### config.mk
export PLATFORM = sky130hd
export DESIGN_NAME = uart_move_link
export DESIGN_NICKNAME = d
export VERILOG_FILES = /design/src/rtl/tictac_link_pkg.sv /design/src/rtl/link_timer.sv /design/src/rtl/uart_move_link.sv
export SDC_FILE = /design/constraint.sdc
export NUM_CORES = 1
export LEC_CHECK = 0
export ABC_AREA = 1
export ABC_CLOCK_PERIOD_IN_PS = 3600
export BUFFER_PORTS_ARGS = -buffer_cell sky130_fd_sc_hd__buf_4
export CAP_MARGIN = 20
export CORE_MARGIN = 8
export CORE_UTILIZATION = 55
export CTS_CLUSTER_SIZE = 30
export DETAILED_ROUTE_END_ITERATION = 16
export PLACE_DENSITY = 0.77
export SLEW_MARGIN = 15
export SYNTH_ARGS = -nofsm -noshare
export SYNTH_HDL_FRONTEND = slang
export SYNTH_SLANG_ARGS = --single-unit
### constraint.sdc
create_clock -name clk -period 3.6 [get_ports clk]
set_input_delay 0.36 -clock clk [delete_from_list [all_inputs] [get_ports clk]]
set_output_delay 0.36 -clock clk [all_outputs]
set_load 0.01 [all_outputs]
### src/rtl/tictac_link_pkg.sv
`default_nettype none
// ============================================================================
//  Module  : tictac_link_pkg
//  Purpose : Shared constants, FSM state type and frame helpers for the
//            tic-tac-toe move link (frame = {SYNC_HDR, sym, pos[3:0]}).
//  Ports   : none (package)
//  Rev     : 1.0  initial release
// ============================================================================
package tictac_link_pkg;

  localparam logic [2:0] SYNC_HDR = 3'b101;
  localparam logic [3:0] MAX_POS  = 4'd8;

  typedef enum logic [2:0] {
    IDLE     = 3'd0,
    TX       = 3'd1,
    TX_GAP   = 3'd2,
    RX       = 3'd3,
    RX_GAP   = 3'd4,
    RX_RETRY = 3'd5
  } link_state_t;

  // Build the on-wire byte for a move.
  function automatic logic [7:0] frame_enc(input logic sym, input logic [3:0] pos);
    return {SYNC_HDR, sym, pos};
  endfunction

  // A received move is only legal if it carries the sync header, names a
  // board cell, and was made by the opponent (the other symbol).
  function automatic logic frame_ok(input logic [7:0] rx_byte, input logic local_sym);
    return (rx_byte[7:5] == SYNC_HDR) &&
           (rx_byte[3:0] <= MAX_POS) &&
           (rx_byte[4] == ~local_sym);
  endfunction

endpackage : tictac_link_pkg
`default_nettype wire

### src/rtl/link_timer.sv
`default_nettype none
// ============================================================================
//  Module  : link_timer
//  Purpose : Free-running up counter with synchronous clear and count enable;
//            flags when the count equals a terminal value.
//  Ports   : clk, reset      - clock, synchronous active-high reset
//            clear           - force count to 0 (wins over enable)
//            enable          - advance count by one
//            limit [CNT_W]   - terminal count value
//            tc              - count == limit
//  Rev     : 1.0  initial release
// ============================================================================
module link_timer #(
  parameter int CNT_W = 28
) (
  input  logic             clk,
  input  logic             reset,
  input  logic             clear,
  input  logic             enable,
  input  logic [CNT_W-1:0] limit,
  output logic             tc
);

  logic [CNT_W-1:0] r_cnt;

  always_ff @(posedge clk) begin
    if (reset || clear) begin
      r_cnt <= '0;
    end else if (enable) begin
      r_cnt <= r_cnt + 1'b1;
    end
  end

  assign tc = (r_cnt == limit);

endmodule : link_timer
`default_nettype wire

### src/rtl/uart_move_link.sv
`default_nettype none
// ============================================================================
//  Module  : uart_move_link
//  Purpose : Game-side initiator for the UART transaction wrapper. Sends the
//            local move as one framed byte, receives and validates the
//            opponent's move, reports framing errors and receive timeout.
//  Ports   : clk, reset                  - clock, sync active-high reset
//            send_req, recv_req          - request pulses from game FSM
//            move_pos[4], local_sym      - local move / symbol
//            uart_en, uart_mode,
//            uart_wdata[8]               - wrapper request (registered)
//            uart_done, uart_rdata[8]    - wrapper completion / rx byte
//            busy                        - not IDLE
//            sent, rx_valid, err_frame,
//            timeout                     - one-cycle result pulses
//            rx_pos[4], rx_sym           - last valid opponent move
//  Rev     : 1.0  initial release
// ============================================================================
module uart_move_link
  import tictac_link_pkg::*;
#(
  parameter int unsigned TIMEOUT_CYCLES = 200_000_000,
  parameter int          CNT_W          = 28,
  parameter int unsigned GAP_CYCLES     = 2
) (
  input  logic       clk,
  input  logic       reset,
  input  logic       send_req,
  input  logic       recv_req,
  input  logic [3:0] move_pos,
  input  logic       local_sym,
  output logic       uart_en,
  output logic       uart_mode,
  output logic [7:0] uart_wdata,
  input  logic       uart_done,
  input  logic [7:0] uart_rdata,
  output logic       busy,
  output logic       sent,
  output logic       rx_valid,
  output logic [3:0] rx_pos,
  output logic       rx_sym,
  output logic       err_frame,
  output logic       timeout
);

  localparam bit                c_tmo_on   = (TIMEOUT_CYCLES != 0);
  localparam logic [CNT_W-1:0]  c_tmo_last = CNT_W'(TIMEOUT_CYCLES - 1);
  localparam int                c_gap_w    = (GAP_CYCLES > 1) ? $clog2(GAP_CYCLES) : 1;
  localparam logic [c_gap_w-1:0] c_gap_last = c_gap_w'(GAP_CYCLES - 1);

  link_state_t        r_state, w_state_nxt;
  logic [c_gap_w-1:0] r_gap_cnt, w_gap_nxt;

  logic       r_uart_en, w_en_nxt;
  logic       r_uart_mode, w_mode_nxt;
  logic [7:0] r_uart_wdata, w_wdata_nxt;
  logic       r_busy;
  logic       r_sent, w_sent_nxt;
  logic       r_rx_valid, w_rx_valid_nxt;
  logic [3:0] r_rx_pos, w_rx_pos_nxt;
  logic       r_rx_sym, w_rx_sym_nxt;
  logic       r_err_frame, w_err_nxt;
  logic       r_timeout, w_timeout_nxt;

  logic w_tmr_clr, w_tmr_en, w_tmr_tc, w_tmo_hit, w_gap_last;

  link_timer #(
    .CNT_W (CNT_W)
  ) u_timer (
    .clk    (clk),
    .reset  (reset),
    .clear  (w_tmr_clr),
    .enable (w_tmr_en),
    .limit  (c_tmo_last),
    .tc     (w_tmr_tc)
  );

  // TIMEOUT_CYCLES of 0 disables the receive timeout entirely.
  assign w_tmo_hit  = c_tmo_on && w_tmr_tc;
  assign w_gap_last = (r_gap_cnt == c_gap_last);

  always_ff @(posedge clk) begin
    if (reset) begin
      r_state      <= IDLE;
      r_gap_cnt    <= '0;
      r_uart_en    <= 1'b0;
      r_uart_mode  <= 1'b0;
      r_uart_wdata <= 8'h00;
      r_busy       <= 1'b0;
      r_sent       <= 1'b0;
      r_rx_valid   <= 1'b0;
      r_rx_pos     <= 4'd0;
      r_rx_sym     <= 1'b0;
      r_err_frame  <= 1'b0;
      r_timeout    <= 1'b0;
    end else begin
      r_state      <= w_state_nxt;
      r_gap_cnt    <= w_gap_nxt;
      r_uart_en    <= w_en_nxt;
      r_uart_mode  <= w_mode_nxt;
      r_uart_wdata <= w_wdata_nxt;
      r_busy       <= (w_state_nxt != IDLE);
      r_sent       <= w_sent_nxt;
      r_rx_valid   <= w_rx_valid_nxt;
      r_rx_pos     <= w_rx_pos_nxt;
      r_rx_sym     <= w_rx_sym_nxt;
      r_err_frame  <= w_err_nxt;
      r_timeout    <= w_timeout_nxt;
    end
  end

  always_comb begin
    w_state_nxt    = r_state;
    w_gap_nxt      = '0;
    w_en_nxt       = r_uart_en;
    w_mode_nxt     = r_uart_mode;
    w_wdata_nxt    = r_uart_wdata;
    w_rx_pos_nxt   = r_rx_pos;
    w_rx_sym_nxt   = r_rx_sym;
    w_sent_nxt     = 1'b0;
    w_rx_valid_nxt = 1'b0;
    w_err_nxt      = 1'b0;
    w_timeout_nxt  = 1'b0;
    w_tmr_clr      = 1'b0;
    w_tmr_en       = 1'b0;

    case (r_state)
      IDLE: begin
        if (send_req) begin
          w_state_nxt = TX;
          w_wdata_nxt = frame_enc(local_sym, move_pos);
          w_mode_nxt  = 1'b0;
          w_en_nxt    = 1'b1;
        end else if (recv_req) begin
          w_state_nxt = RX;
          w_mode_nxt  = 1'b1;
          w_en_nxt    = 1'b1;
          w_tmr_clr   = 1'b1;
        end
      end

      TX: begin
        if (uart_done) begin
          w_en_nxt    = 1'b0;
          w_state_nxt = TX_GAP;
        end
      end

      TX_GAP: begin
        w_gap_nxt = r_gap_cnt + 1'b1;
        if (w_gap_last) begin
          w_gap_nxt   = '0;
          w_sent_nxt  = 1'b1;
          w_state_nxt = IDLE;
        end
      end

      RX: begin
        w_tmr_en = 1'b1;
        // A byte arriving in the terminal cycle still counts.
        if (uart_done) begin
          w_en_nxt = 1'b0;
          if (frame_ok(uart_rdata, local_sym)) begin
            w_rx_pos_nxt   = uart_rdata[3:0];
            w_rx_sym_nxt   = uart_rdata[4];
            w_rx_valid_nxt = 1'b1;
            w_state_nxt    = RX_GAP;
          end else begin
            w_err_nxt   = 1'b1;
            w_state_nxt = RX_RETRY;
          end
        end else if (w_tmo_hit) begin
          w_en_nxt      = 1'b0;
          w_timeout_nxt = 1'b1;
          w_state_nxt   = IDLE;
        end
      end

      RX_GAP: begin
        w_gap_nxt = r_gap_cnt + 1'b1;
        if (w_gap_last) begin
          w_gap_nxt   = '0;
          w_state_nxt = IDLE;
        end
      end

      RX_RETRY: begin
        // The timeout budget spans all retries of one receive request.
        w_tmr_en  = 1'b1;
        w_gap_nxt = r_gap_cnt + 1'b1;
        if (w_tmo_hit) begin
          w_gap_nxt     = '0;
          w_timeout_nxt = 1'b1;
          w_state_nxt   = IDLE;
        end else if (w_gap_last) begin
          w_gap_nxt   = '0;
          w_en_nxt    = 1'b1;
          w_mode_nxt  = 1'b1;
          w_state_nxt = RX;
        end
      end

      default: begin
        w_state_nxt = IDLE;
        w_en_nxt    = 1'b0;
      end
    endcase
  end

  assign uart_en    = r_uart_en;
  assign uart_mode  = r_uart_mode;
  assign uart_wdata = r_uart_wdata;
  assign busy       = r_busy;
  assign sent       = r_sent;
  assign rx_valid   = r_rx_valid;
  assign rx_pos     = r_rx_pos;
  assign rx_sym     = r_rx_sym;
  assign err_frame  = r_err_frame;
  assign timeout    = r_timeout;

endmodule : uart_move_link
`default_nettype wire

Word-level counts from Yosys, hierarchy flattened
Cells that the tools add are included.
Widths: inputs -> output; s select.
{ "word_totals": {"elab_cells": 81, "output_inout_bits": 20, "inputBits": 18, "regBits": 50} }
{ "op_classes": {"reduce_logical": 14, "eq_ne": 13, "muxes": 33, "n_lt_le_gt_ge": 1, "bitwise_logic": 5, "n_addsub": 2} }
{ "ops": {"columns": ["operator", "n"], "rows": [
  ["$add 28x1->28 const B", 1],
  ["$eq 28x28->1 const B", 1],
  ["$mux 3", 8],
  ["$mux 1", 20],
  ["$pmux 3 s5", 1],
  ["$eq 3x3->1 const B", 3],
  ["$eq 3x2->1 const B", 2],
  ["$ne 2x2->1 const B", 3],
  ["$pmux 1 s2", 3],
  ["$reduce_and 6->1", 1],
  ["$reduce_or 2->1", 3],
  ["$not 1->1", 5],
  ["$pmux 1 s5", 1],
  ["$le 4x4->1 const B", 1],
  ["$reduce_and 4->1", 1],
  ["$eq 3x1->1 const B", 1],
  ["$logic_not 3->1", 1],
  ["$ne 3x2->1 const B", 1],
  ["$ne 3x3->1 const B", 1],
  ["$reduce_and 3->1", 1],
  ["$reduce_bool 3->1", 1],
  ["$reduce_or 3->1", 1],
  ["$logic_and 1x1->1", 2],
  ["$reduce_and 2->1", 1],
  ["other kinds (4)", 4]
]} }

Depth between registers and ports, before layout
{ "depth": {"word_depth": 7, "ltp_mapped": 11, "mapped_depth_nobuf": 11} }

Hierarchy
Synthesis repeated with hierarchy kept, for this count alone.
{ "unflattened": {"cells_unflattened": 458, "area_unflattened_um2": 2931.6} }
{ "by_module_without_submodules": {"columns": ["mod", "seq_area_each_um2", "instances", "cells_each", "area_per_inst_um2"], "rows": [
  ["link_timer", 560.5, 1, 301, 1898.1],
  ["uart_move_link", 440.4, 1, 157, 1033.5]
]} }

Least setup slack after synthesis
OpenSTA, ideal clock, no wires.
{ "synth_timing": {"kind": "register to register", "startpoint": "reg u_timer.r_cnt[0]", "endpoint": "reg u_timer.r_cnt[18]", "stages_incl_launch_ff": 11, "setup_ns": 0.114, "n_path_buf": 0, "t_arrival_ns": 1.367, "synth_period_minus_slack_ns": 1.481, "path_slack_ns": 2.119, "required_time_ns": 3.486, "path_cell_list": "dfxtp_1 ha_1 nand2_1 nor2_1 nand2_1 nor2_4 nand2_1 nor3_2 nand2_1 nand2_1 nor2_1"} }
{ "synth_via": {"elab_chain_cells": 1} }
{ "synth_rtl": {"columns": ["item", "line", "text"], "rows": [
  ["start, declared", "link_timer.sv:24", "logic [CNT_W-1:0] r_cnt;"],
  ["start signal, assigned", "link_timer.sv:30", "r_cnt <= r_cnt + 1'b1;"],
  ["$add 28x1->28", "link_timer.sv:30", null]
]} }
Every way passes these cells.
A chain may end at the register's enable or synchronous reset.

Worst setup path after layout
{ "layout_timing": {"startpoint": "reg r_state[2]", "endpoint": "reg u_timer.r_cnt[13]"} }
{ "layout_via": {"elab_chain_cells": 3, "word_cells_on_any_way": 7, "cone_classes": "eq/ne: 2; mux: 2; reduce/logical: 3"} }
{ "layout_rtl": {"columns": ["item", "line", "text"], "rows": [
  ["start, declared", "uart_move_link.sv:51", "link_state_t r_state, w_state_nxt;"],
  ["start signal, assigned", "uart_move_link.sv:97", "r_state <= w_state_nxt;"],
  ["$eq 3x3->1 (tied with other cells)", "uart_move_link.sv:127", "case (r_state)"],
  ["$reduce_or 2->1 (no line) or $mux 1 (tied branches)", null, null],
  ["$mux 1 or $logic_or 1x1->1 (tied branches)", "uart_move_link.sv:127, link_timer.sv:27", null]
]} }
Parallel ways exist; a longest one is shown, timed or not.

==> flow_metrics.env <==
export IMPL_status="complete, no violations"
export IMPL_grt_overflow_total=0
export IMPL_finalNetCount=484
export IMPL_yosysSeqAreaShare_pct=36.3
export IMPL_clkLatencyLatePin_ps=310
export IMPL_synth_edf_count=0
export IMPL_grt_pass1_wl_um=11400
export IMPL_end_kind="flip-flop"
export IMPL_grt_antenna_before_repair=0
export IMPL_dr_pass1_iters=5
export IMPL_fin_worst_skew_ps=15.1
export IMPL_max_cap_violations=0
export IMPL_synth_cell_types=31
export IMPL_core_area_um2=4790
export IMPL_power_frac_seq_pct=52.1
export IMPL_peakVddDrop_mv=0.265
export IMPL_wl_per_cell_um=12.5
export IMPL_yosys_cell_count_top_type="nand2_1"
export IMPL_p_total_uw=1140
export IMPL_swShare_pct=29.1
export IMPL_core_rowCount=25
export IMPL_postCtsSetupRepairBufs=0
export IMPL_hold_viol=0
export IMPL_ys_flop_type="dfxtp_1"
export IMPL_first_global_vias=2575
export IMPL_p_sw_uw=333
export IMPL_max_slew_margin_pct=57.1
export IMPL_tightest_slew_ps=643
export IMPL_synth_cells=431
export IMPL_async_flop_share_pct=0
export IMPL_routed_wl_um=6680
export IMPL_p_per_area_nw_per_um2=361
export IMPL_clock_fmax_mhz=480
export IMPL_worstPathMaxFanout=15
export IMPL_drcViolationCount=0
export IMPL_initial_utilization_pct=57.7
export IMPL_synthesis_nets=450
export IMPL_syn_area_um2=2760
export IMPL_post_cts_resized=0
export IMPL_cts_inserted_buffers=5
export IMPL_final_util_pct=66.1
export IMPL_finalWeightedCongestion=0.916
export IMPL_gr_usage_all_layers_pct=18.5
export IMPL_synth_common_cells="120 x nand2_1, 60 x nor2_1, 50 x dfxtp_1, 48 x inv_1, 38 x a21oi_1"
export IMPL_finalSetupTns_ps=0
export IMPL_clk_pin_slew_ps=90
export IMPL_power_leakage_uw=0.00131
export IMPL_synth_top_area_cell="dfxtp_1"
export IMPL_area_growth_pct=14.7
export IMPL_die_height_um=86.8
export IMPL_port_buffers=36
export IMPL_power_frac_clock_pct=30.7
export IMPL_diodes=0
export IMPL_min_period_over_period_pct=57.9
export IMPL_ys_warnings_count=0
export IMPL_cts_tree="yes"
export IMPL_layout_drive_gt1_share_pct=14.4
export IMPL_setup_violations_final=0
export IMPL_vias=2756
export IMPL_die_area_um2=7540
export IMPL_syn_avg_cell_area_um2=6.40
export IMPL_via_per_inst=5.17
export IMPL_cp_arrival_ps=2300
export IMPL_critPathLaunchType="flip-flop"
export IMPL_die_x_um=86.8
export IMPL_drtIter0Drc=136
export IMPL_cts_sinks=50
export IMPL_p_comb_share_pct=17.1
export IMPL_min_period_ps=2080
export IMPL_cts_max_path_buffers=2
export IMPL_postCtsHoldBufs=0
export IMPL_dp_hpwl_um=5220
export IMPL_crit_type="reg2reg"
export IMPL_grt_max_degree=17
export IMPL_rsz0062_at_grt="false"
export IMPL_post_synth_top_area_fraction_pct=36.3
export IMPL_cts_max_level=2
export IMPL_ys_top_cells_by_area="dfxtp_1 36%, nand2_1 16%, nor2_1 8.2%"
export IMPL_io_pins=38
export IMPL_required_ps=3820
export IMPL_ys_ff_latch=50
export IMPL_report_final_slew_viol_count=0
export IMPL_internal_power_uw=811
export IMPL_root_buffer="clkbuf_8"
export IMPL_ant_nets=0
export IMPL_hold_class="in2reg"
-- area by class of cell --
cell class / instances / area, um^2
fill: 467 / 1620
multi-input combinational: 319 / 1510
sequential: 50 / 1000
timing repair buffer: 36 / 270
inverter: 53 / 199
tap: 67 / 83.8
clock buffer: 6 / 82.6
clock inverter: 2 / 17.5
-- kinds of logic (layout without fill, tap and decap cells) --
logic type / count (synthesis) / in the layout / share of synthesized area [%]
compound gates: 54 / 54 / 9.88
xor+xnor: 3 / 3 / 0.952
fa+ha+maj: 1 / 1 / 0.453
buf+inv: 62 / 97 / 8.98
flops: 50 / 50 / 36.3
other cells: 1 / 1 / 0.136
simple gates: 260 / 260 / 43.3
-- power groups by stage --
stage / Sequential, uW / Combinational [uW] / Clock (uW)
after floorplan: 615 / 116 / 0
after global placement: 608 / 191 / 0
after detailed placement: 608 / 195 / 0
after CTS: 596 / 197 / 359
after global routing: 600 / 220 / 389
final: 596 / 196 / 352
-- placed cells by master (no fill, tap or decap), types with 4 or more instances in the layout --
cell type,n
a21oi_1,38
buf_4,36
clkbuf_8,6
dfxtp_1,50
inv_1,48
inv_2,5
nand2_1,120
nand3_1,31
nand3b_1,5
nand4_1,8
nor2_1,60
nor3_1,14
nor4_1,4
o21ai_0,14
-- through the flow --
step | hold WS, ps | area [um^2] | cells | setup WS (ps)
2_1_floorplan | 433 | 2760 | 431 | 2120
3_3_place_gp | 437 | 3070 | 525 | 1650
3_5_place_dp | 442 | 3070 | 525 | 1580
4_1_cts | 324 | 3170 | 533 | 1540
5_1_grt | 321 | 3170 | 533 | 1340
6_report | 334 | 3170 | 533 | 1520
-- metal layers --
layer	vias up	share of wire, %	global-route usage [%]
met1	1228	48	24.2
met2	63	45	29.5
met5	-	0	0
li1	1449	-	-
met4	0	1.7	6.26
met3	16	4.6	3.69
-- flip-flops by register name (all words and copies together) (netlist names) --
signal / flops
busy: 1
uart_en: 1
r_gap_cnt: 1
sent: 1
rx_valid: 1
timeout: 1
rx_pos: 4
u_timer.r_cnt: 28
uart_mode: 1
uart_wdata: 6
err_frame: 1
r_state: 3
rx_sym: 1
-- worst max-delay path, cell delays in order (launching register included) --
cell and delay [ps]:
dfxtp_1 460, inv_1 90, nand2_1 160, nor3b_2 80
nor2_2 500, inv_1 440, nor3_1 260
-- worst paths after layout --
| kind | from | end | slack [ps] | cells after the start |
|---|---|---|---|---|
| setup / recovery | r_state[2] | u_timer.r_cnt[13] | 1520 | 6 |
| hold / removal | move_pos[1] | uart_wdata[1] | 330 | 3 |
| setup reg to reg | r_state[2] | u_timer.r_cnt[13] | 1520 | 6 |
| hold reg to reg | rx_sym | rx_sym | 460 | 2 |
(Power assumes the default switching activity.)
